===== src/rtl/qarma64_pkg.sv =====
// Shared QARMA-64 constants: cell geometry and the ShuffleCells permutations.
// The round pipeline stages import this package so every stage agrees on the
// cell layout (cell k = bits [4k+3:4k]) and on tau / tau^-1.
package qarma64_pkg;

   localparam int CELL_W  = 4;
   localparam int NCELLS  = 16;
   localparam int STATE_W = CELL_W * NCELLS;

   // Output cell i takes input cell TAU[i] (forward rounds).
   localparam int TAU [NCELLS] = '{
      0, 11, 6, 13, 10, 1, 12, 7, 5, 14, 3, 8, 15, 4, 9, 2
   };

   // Output cell i takes input cell TAU_INV[i] (backward rounds).
   localparam int TAU_INV [NCELLS] = '{
      0, 5, 15, 10, 13, 8, 2, 7, 11, 14, 4, 1, 6, 3, 9, 12
   };

   // Extract one 4-bit cell from a 64-bit state.
   function automatic logic [CELL_W-1:0] cell_of(input logic [STATE_W-1:0] s,
                                                 input int idx);
      return s[CELL_W*idx +: CELL_W];
   endfunction

endpackage


===== src/rtl/cell_permute.sv =====
// Combinational ShuffleCells permutation: tau when inv=0, tau^-1 when inv=1.
// Pure wiring after synthesis; the mux on inv is the only logic.
module cell_permute
   import qarma64_pkg::*;
(
   input  logic [STATE_W-1:0] state,
   input  logic               inv,
   output logic [STATE_W-1:0] permuted
);

   // Route every output cell from its source cell selected by direction.
   always_comb begin
      permuted = '0;
      for (int i = 0; i < NCELLS; i++) begin
         if (inv)
            permuted[CELL_W*i +: CELL_W] = cell_of(state, TAU_INV[i]);
         else
            permuted[CELL_W*i +: CELL_W] = cell_of(state, TAU[i]);
      end
   end

endmodule


===== src/rtl/shuffle_cells_stage.sv =====
// QARMA-64 ShuffleCells pipeline stage.
// The state is permuted on the way in and parked in a 2-entry in-order FIFO
// (head + tail registers). in_ready is a register so the upstream handshake
// never sees a combinational path from out_ready. Outputs come straight from
// the head registers, giving one cycle of latency and full throughput.
module shuffle_cells_stage
   import qarma64_pkg::*;
#(
   parameter int TAG_W = 5
)
(
   input  logic               clk,
   input  logic               rst_n,
   input  logic               in_valid,
   output logic               in_ready,
   input  logic [STATE_W-1:0] in_state,
   input  logic               in_inv,
   input  logic [TAG_W-1:0]   in_tag,
   output logic               out_valid,
   input  logic               out_ready,
   output logic [STATE_W-1:0] out_state,
   output logic               out_inv,
   output logic [TAG_W-1:0]   out_tag,
   output logic [1:0]         occupancy
);

   // FIFO fill states; encoding equals the entry count.
   localparam logic [1:0] ST_EMPTY = 2'd0;
   localparam logic [1:0] ST_ONE   = 2'd1;
   localparam logic [1:0] ST_FULL  = 2'd2;

   logic [1:0]         fill;
   logic [1:0]         fill_next;
   logic               ready_q;
   logic               push;
   logic               pop;

   logic [STATE_W-1:0] perm_state;

   logic [STATE_W-1:0] head_state;
   logic               head_inv;
   logic [TAG_W-1:0]   head_tag;
   logic [STATE_W-1:0] tail_state;
   logic               tail_inv;
   logic [TAG_W-1:0]   tail_tag;

   cell_permute u_permute (
      .state    (in_state),
      .inv      (in_inv),
      .permuted (perm_state)
   );

   // Handshakes; ready_q is already 0 while in FULL, so no overwrite is possible.
   assign push      = in_valid && ready_q;
   assign pop       = out_valid && out_ready;

   assign in_ready  = ready_q;
   assign out_valid = (fill != ST_EMPTY);
   assign out_state = head_state;
   assign out_inv   = head_inv;
   assign out_tag   = head_tag;
   assign occupancy = fill;

   // Next fill state from the push/pop combination.
   always_comb begin
      fill_next = fill;
      case (fill)
         ST_EMPTY: begin
            if (push)
               fill_next = ST_ONE;
         end
         ST_ONE: begin
            if (push && !pop)
               fill_next = ST_FULL;
            else if (pop && !push)
               fill_next = ST_EMPTY;
         end
         ST_FULL: begin
            if (pop)
               fill_next = ST_ONE;
         end
         default: fill_next = ST_EMPTY;
      endcase
   end

   // Control registers: fill state and the registered ready flag.
   always_ff @(posedge clk) begin
      if (!rst_n) begin
         fill    <= ST_EMPTY;
         ready_q <= 1'b0;
      end else begin
         fill    <= fill_next;
         ready_q <= (fill_next != ST_FULL);
      end
   end

   // Head entry: loaded from the permuter when it is (or becomes) the only
   // entry, or promoted from the tail when the head drains out of FULL.
   always_ff @(posedge clk) begin
      if (!rst_n) begin
         head_state <= '0;
         head_inv   <= 1'b0;
         head_tag   <= '0;
      end else if ((fill == ST_EMPTY && push) || (fill == ST_ONE && push && pop)) begin
         head_state <= perm_state;
         head_inv   <= in_inv;
         head_tag   <= in_tag;
      end else if (fill == ST_FULL && pop) begin
         head_state <= tail_state;
         head_inv   <= tail_inv;
         head_tag   <= tail_tag;
      end
   end

   // Tail entry: only written when a push lands behind a head that stays.
   always_ff @(posedge clk) begin
      if (!rst_n) begin
         tail_state <= '0;
         tail_inv   <= 1'b0;
         tail_tag   <= '0;
      end else if (fill == ST_ONE && push && !pop) begin
         tail_state <= perm_state;
         tail_inv   <= in_inv;
         tail_tag   <= in_tag;
      end
   end

endmodule


===== config.mk =====
export PLATFORM = sky130hd
export DESIGN_NAME = shuffle_cells_stage
export DESIGN_NICKNAME = d
export VERILOG_FILES = /design/src/rtl/qarma64_pkg.sv /design/src/rtl/cell_permute.sv /design/src/rtl/shuffle_cells_stage.sv
export SDC_FILE = /design/constraint.sdc
export NUM_CORES = 1
export LEC_CHECK = 0
export BUFFER_PORTS_ARGS = -buffer_cell sky130_fd_sc_hd__buf_2
export CAP_MARGIN = 10
export CELL_PAD_IN_SITES_DETAIL_PLACEMENT = 1
export CELL_PAD_IN_SITES_GLOBAL_PLACEMENT = 1
export CORE_ASPECT_RATIO = 1.5
export CORE_MARGIN = 5
export CORE_UTILIZATION = 41
export DETAILED_ROUTE_END_ITERATION = 8
export GPL_TIMING_DRIVEN = 0
export PLACE_DENSITY_LB_ADDON = 0.08
export REMOVE_ABC_BUFFERS = 1
export SYNTH_ARGS = -nofsm -noshare
export SYNTH_HDL_FRONTEND = slang
export SYNTH_HIERARCHICAL = 1
export SYNTH_SLANG_ARGS = --single-unit

===== constraint.sdc =====
create_clock -name clk -period 1.6 [get_ports clk]
set_clock_uncertainty 0.1 [all_clocks]
set_input_delay 0.08 -clock clk [delete_from_list [all_inputs] [get_ports clk]]
set_output_delay 0.08 -clock clk [all_outputs]
set_load 0.005 [all_outputs]

==> impl_metrics.toml, run 1 <==
[detailed_routing]
wl_per_cell_um = 24.5
firstDrtPassIters = 5
via_per_inst = 6.08
drtIter0Drc = 330
drcViolationCount = 0
wl_mm = 26.1
ant_nets = 0
routed-via-count = 6460

[power]
powerDensity_mw_per_mm2 = 1030
p_comb_share_pct = 16.6
netSwitchingPower_mw = 2.54
internal_power_mw = 7.03
leakagePower_nw = 3.76
peakVddDrop_v = 0.000577
pwr-share-seq_pct = 40.1
switching_share_pct = 26.5
clockPowerShare_pct = 43.3

[sta]
rsz0062_at_grt = "yes"
fin_crit_ns = 1.65
post-route-period-util_pct = 103
fin_ws_ns = -0.0475
finalHoldViolCount = 0
finalHoldWorstSlack_ns = 0.0137
finalSetupViolations = 16
slew_violations = 0
relSlewSlack_pct = 39.7
clock.fmax_ghz = 0.607
tightest_slew_ns = 0.904

[worst_setup_path]
worstSetupPathType = "register to register"
cp.depth = 6
cp_cell_sequence = "nand3b_1 > buf_8 > o21ai_4 > clkbuf_16 > clkbuf_16 > o221a_1"
r2r-end = "out_state[49]"
crit_start = "occupancy[0]"
start_kind = "register"
crit_path_max_incr_delay_ns = 0.37
r2r_slack_ns = -0.05
worstSetupEndpointType = "register"
endpoint = "out_state[49]"
crit_arrival_ns = 1.90
path_buf_inv = 3
cpLargestDelayFamily = "buffers and inverters"
cp_common_cell = "clkbuf_16"
crit-reg2reg-launch = "occupancy[0]"
crit_slowest_cell = "dfxtp_4"
cp.required_ns = 1.85
crit_fanout = 6
rr_worst_depth = 6

[clock_network]
cts_max_path_buffers = 2
h-tree-depth = 4
cts_tree = "done"
clkSinkCount = 143
clockRootBuffer = "clkbuf_16"
clock_latency_ns = 0.43
clk_pin_slew_ns = 0.07
cts_buffers = 17

[placed_design]
gp_congestion = 0.719
place_inst = 920
portBuffers = 147
hpwl_mm = 11.6

[logic_synthesis]
synth_common_cells = "dfxtp_1 (143), a21oi_1 (71), nand3_1 (70), o21a_1 (70), o21ai_0 (70)"
async_flop_share_pct = 0
avgSynthCellArea_sq_um = 10.0
ys.flop_type = "dfxtp_1"
yosys_warnings = 6
yosysMostFrequentCell = "dfxtp_1"
synth.area.top_cells = "dfxtp_1 (44%), o221a_2 (8.3%), o21a_1 (8.1%)"
ys_seq_area_share_pct = 44.1
yosysTopAreaCellShare_pct = 44.1
netlist_area_sq_mm = 0.00649
synth_cells = 649
yosysTopAreaCell = "dfxtp_1"
ys_seq_elements = 143
synth-edff-count = 0
netlist-cell-type-count = 30

[cells_and_area]
area_delta_synth_final_pct = 43.5
multi_input_area_sq_mm = 0.00348
fin_cells = 1062
drive_gt1_share_pct = 40.2
seqCellArea_sq_mm = 0.00287
fin_nets = 919
fillerInstances = 1706

[floorplanning]
die_h_um = 164
row_count = 56
start_util_pct = 41.6
core_sq_mm = 0.0156
die-width_um = 113
dieArea_sq_mm = 0.0185
pin_count = 148

[global_routing]
antenna_found_initial = 0
grt_pass1_vias = 6817
grt_usage_pct = 26.2
grt_first_pass_wirelength_mm = 37.7
grt_max_degree = 74
overflow = 0

[run]
cap_viol_max_count = 0

[hold_path]
min_path_type = "input port to register"

[status]
violations = "negative setup slack"
outcome = "complete, but fails checks"
==> sequential cells by signal (all words and copies together), names as in the netlist <==
name        flops
tail_state     64
tail_inv        1
tail_tag        5
in_ready        1
out_state      64
out_tag         5
occupancy       2
out_inv         1
==> layout by cell type (no fill, tap or decap), types with 3 or more instances in the layout <==
master         Yosys  routed
dfxtp_4            0       3
buf_6             10       9
nand3_1           70      70
o221a_2           48      40
o21a_1            70      70
nand3b_4           1       4
mux2_2            28      28
clkinvlp_4         0       4
dlygate4sd3_1      0      61
mux2_4            20      20
a21oi_2            0       3
buf_12             0       3
a21oi_1           71      68
dfxtp_1          143     140
o221a_1           22      22
buf_16             0       9
o21ai_0           70      69
buf_2             27     145
o221a_4            0       8
bufinv_16          0       3
nand2_8            0       8
clkbuf_16          0      23
buf_4             17      16
==> cell families (layout without fill, tap and decap cells) <==
| kind of cell | Yosys count | in the layout | share of synthesized area (%) |
|---|---|---|---|
| multiplexers | 49 | 49 | 9.63 |
| other | 0 | 1 | 0 |
| buffers and inverters | 90 | 285 | 7.86 |
| AND/OR/NAND/NOR | 83 | 95 | 6.84 |
| AO/OA/AOI/OAI | 284 | 286 | 31.6 |
| flip-flops | 143 | 143 | 44.1 |
==> timing repair <==
action	CTS	global route
hold buffers	60	1
setup endpoints to repair	141	89
pin swaps	7	5
buffers inserted	21	4
gates resized for setup	23	24
cloned	17	8
endpoints found under the hold margin	90	1
==> through the flow <==
stage	power, mW	area [sq um]	setup TNS, ns	utilization [%]	setup slack (ns)
CTS	9.51	9010	-0.601	57.7	-0.0337
finish	9.57	9320	-0.274	59.6	-0.0475
global route	9.88	9320	-1.24	59.6	-0.0703
global placement	4.96	6980	-717.04	44.7	-6.26
detailed placement	5.04	7240	-101.30	46.3	-1.30
floorplan	4.45	5990	-322.91	-	-2.79
==> per-layer routing <==
metal / track usage [%] / up-vias / wire length, um
li1: - / 2882 / -
met1: 30.5 / 3334 / 10500
met2: 47.3 / 207 / 13500
met3: 5.46 / 37 / 1430
met4: 9.40 / 0 / 625
met5: 0 / - / 0
==> power by group through the flow <==
stage          Clock (mW)  Combinational (mW)  Sequential [mW]
2_1_floorplan           0               0.550             3.90
3_3_place_gp            0                1.06             3.90
3_5_place_dp            0                1.13             3.91
4_1_cts              4.19                1.48             3.83
5_1_grt              4.35                1.68             3.85
6_report             4.14                1.59             3.84
==> worst min path at each step <==
stage          depth (start not counted)  slack [ns]             to         start
4_1_cts                                3      0.0004  out_state[54]  in_state[18]
3_5_place_dp                           3        0.26    tail_tag[0]     in_tag[0]
6_report                               3        0.01  out_state[40]  in_state[16]
2_1_floorplan                          1        0.10   occupancy[1]         rst_n
3_3_place_gp                           3        0.25    tail_tag[4]     in_tag[4]
5_1_grt                                3       0.003  out_state[42]  in_state[18]
==> worst reg2reg max path, cell delays in order (launching register included) <==
cell and delay [ns]:
dfxtp_4 0.37, nand3b_1 0.25, buf_8 0.18, o21ai_4 0.08
clkbuf_16 0.21, clkbuf_16 0.16, o221a_1 0.22
==> layout make-up <==
| type | count | share of cell area, % |
|---|---|---|
| Antenna cell | 1 | 0.0269 |
| Clock buffer | 20 | 4.79 |
| Clock inverter | 12 | 1.72 |
| Inverter | 1 | 0.0671 |
| Multi-Input combinational cell | 430 | 37.3 |
| Sequential cell | 143 | 30.8 |
| Tap cell | 203 | 2.73 |
| Timing Repair Buffer | 252 | 22.5 |
(Power assumes the default switching activity.)
==> run 2: changes to the inputs <==
Settings changed: CORE_MARGIN 5 to 4.
==> run 2 against run 1 <==
Net effect: the flow still finishes with violations (negative setup slack); critical path type unchanged; global-route usage up 1.0 points; sequential share of layout area down 0.27 points; critical endpoint is now out_state[41]; sequential power about the same; highest routed layer unchanged; largest power group unchanged; first-iteration DRC count up 10%; register-to-register slack better by 0.02 ns; routed wire length up 1.7%.
==> impl_metrics.toml, run 2 (synthesis results as in run 1) <==
[detailed_routing]
firstDrtPassIters = 5
drtIter0Drc = 363
via_per_inst = 6.05
drcViolationCount = 0
wl_mm = 26.5
routed-via-count = 6409
wl_per_cell_um = 25.0
ant_nets = 0

[cells_and_area]
seqCellArea_sq_mm = 0.00287
layout_commonest_cell = "buf_2"
post-route-cell-area_sq_mm = 0.00940
fillerInstances = 1709
utilization_pct = 60.2
layout_common_cells = "buf_2 (146), dfxtp_1 (140), o21a_1 (70), nand3_1 (69), o21ai_0 (69)"
area_delta_synth_final_pct = 44.7
fin_nets = 919
drive_gt1_share_pct = 40.8
n_antenna_cell = 0
multi_input_area_sq_mm = 0.00354

[global_routing]
grt_max_degree = 74
overflow = 0
grt_first_pass_wirelength_mm = 38.6
grt_pass1_vias = 6775
antenna_found_initial = 0
grt_usage_pct = 27.2

[power]
peakVddDrop_v = 0.000757
clockPowerShare_pct = 44.7
leakagePower_nw = 3.79
pwr-share-seq_pct = 38.8
p_comb_share_pct = 16.5
finalPower_mw = 9.89
switching_share_pct = 25.9
powerDensity_mw_per_mm2 = 1050
netSwitchingPower_mw = 2.57
internal_power_mw = 7.32

[floorplanning]
die_h_um = 162
dieArea_sq_mm = 0.0180
core_sq_mm = 0.0156
row_count = 56
start_util_pct = 41.6
die-width_um = 111
pin_count = 148

[clock_network]
cts_max_path_buffers = 2
cts_buffers = 17
clk_pin_slew_ns = 0.06
clock_latency_ns = 0.42
cts_tree = "done"
h-tree-depth = 4
clockRootBuffer = "clkbuf_16"
clkSinkCount = 143

[worst_setup_path]
crit_arrival_ns = 1.88
rr_worst_depth = 6
crit_fanout = 7
worstSetupEndpointType = "register"
worstSetupPathType = "register to register"
cp.required_ns = 1.86
start_kind = "register"

[sta]
slew_violations = 0
fin_setup_tns_ns = -0.338
tightest_slew_ns = 0.892
relSlewSlack_pct = 40.5
fin_crit_ns = 1.62
fin_ws_ns = -0.0238
finalHoldWorstSlack_ns = 0.00857
clock.fmax_ghz = 0.616
post-route-period-util_pct = 101
rsz0062_at_grt = "yes"
finalHoldViolCount = 0
finalSetupViolations = 36

[status]
outcome = "complete, but fails checks"
violations = "negative setup slack"

[hold_path]
min_path_type = "input port to register"
holdPathStages = 3

[placed_design]
placed_cell_area_sq_mm = 0.00724
hpwl_mm = 11.6
gp_congestion = 0.685
portBuffers = 147

[run]
cap_viol_max_count = 0
[run 2: cell types whose count changed in the layout (fill, tap and decap cells not counted), moves of 2 or more]
cell and delta:
o221a_2 -9, o221a_4 +9, buf_12 +8, buf_4 +5, dlygate4sd3_1 -5, buf_16 -3
buf_6 -3, bufinv_16 +2, clkbuf_16 -2, clkinv_4 -2, inv_6 +2
[run 2: per-stage QoR]
| stage | setup WS [ns] | cells |
|---|---|---|
| after detailed placement | -1.25 | 921 |
| after floorplan | -2.79 | 560 |
| after global routing | -0.0525 | 1060 |
| final | -0.0238 | 1060 |
| after global placement | -6.32 | 910 |
| after CTS | 0.00348 | 1047 |
[run 2: cell type report]
cell class	count	area share (%)
multi-input cells	429	37.7
flip-flops and latches	143	30.6
repair buffers	253	22.1
clock buffers	19	4.61
well taps	203	2.70
clock inverters	12	2.21
inverters	1	0.0666
[run 2: power groups by stage]
stage | clock, mW | sequential (mW) | combinational (mW)
floorplan | 0 | 3.90 | 0.550
global placement | 0 | 3.90 | 1.06
finish | 4.42 | 3.84 | 1.63
detailed placement | 0 | 3.91 | 1.14
CTS | 4.46 | 3.83 | 1.47
global route | 4.63 | 3.86 | 1.72
[run 2: routing by layer]
layer	up-vias	share of wire (%)	global-route usage, %
met5	-	0	0
met4	0	2.0	8.24
met3	40	5.0	5.52
met2	222	52	49.8
met1	3274	41	32.0
li1	2873	-	-
[run 2: repair_timing]
item | 4_1_cts | 5_1_grt
hold endpoints to repair | 78 | 0
pin swaps | 5 | 16
endpoints found under the setup margin | 141 | 115
hold buffers | 56 | 0
gates resized for setup | 20 | 34
cloned | 14 | 8
setup buffers | 27 | 5
[run 2: path summary, 6_finish.rpt]
check,start,slack (ns),endpoint
min,in_state[33],0.009,out_state[21]
max,occupancy[0],-0.02,out_state[41]
min reg2reg,tail_state[58],0.38,tail_state[58]
max reg2reg,occupancy[0],-0.02,out_state[41]
[run 2: critical path, cell delays in order, from the launching register on]
cell and delay, ns:
dfxtp_4 0.36, nand3b_1 0.27, buf_12 0.20, o21ai_4 0.09, buf_12 0.20, clkbuf_16 0.18, o221a_4 0.17
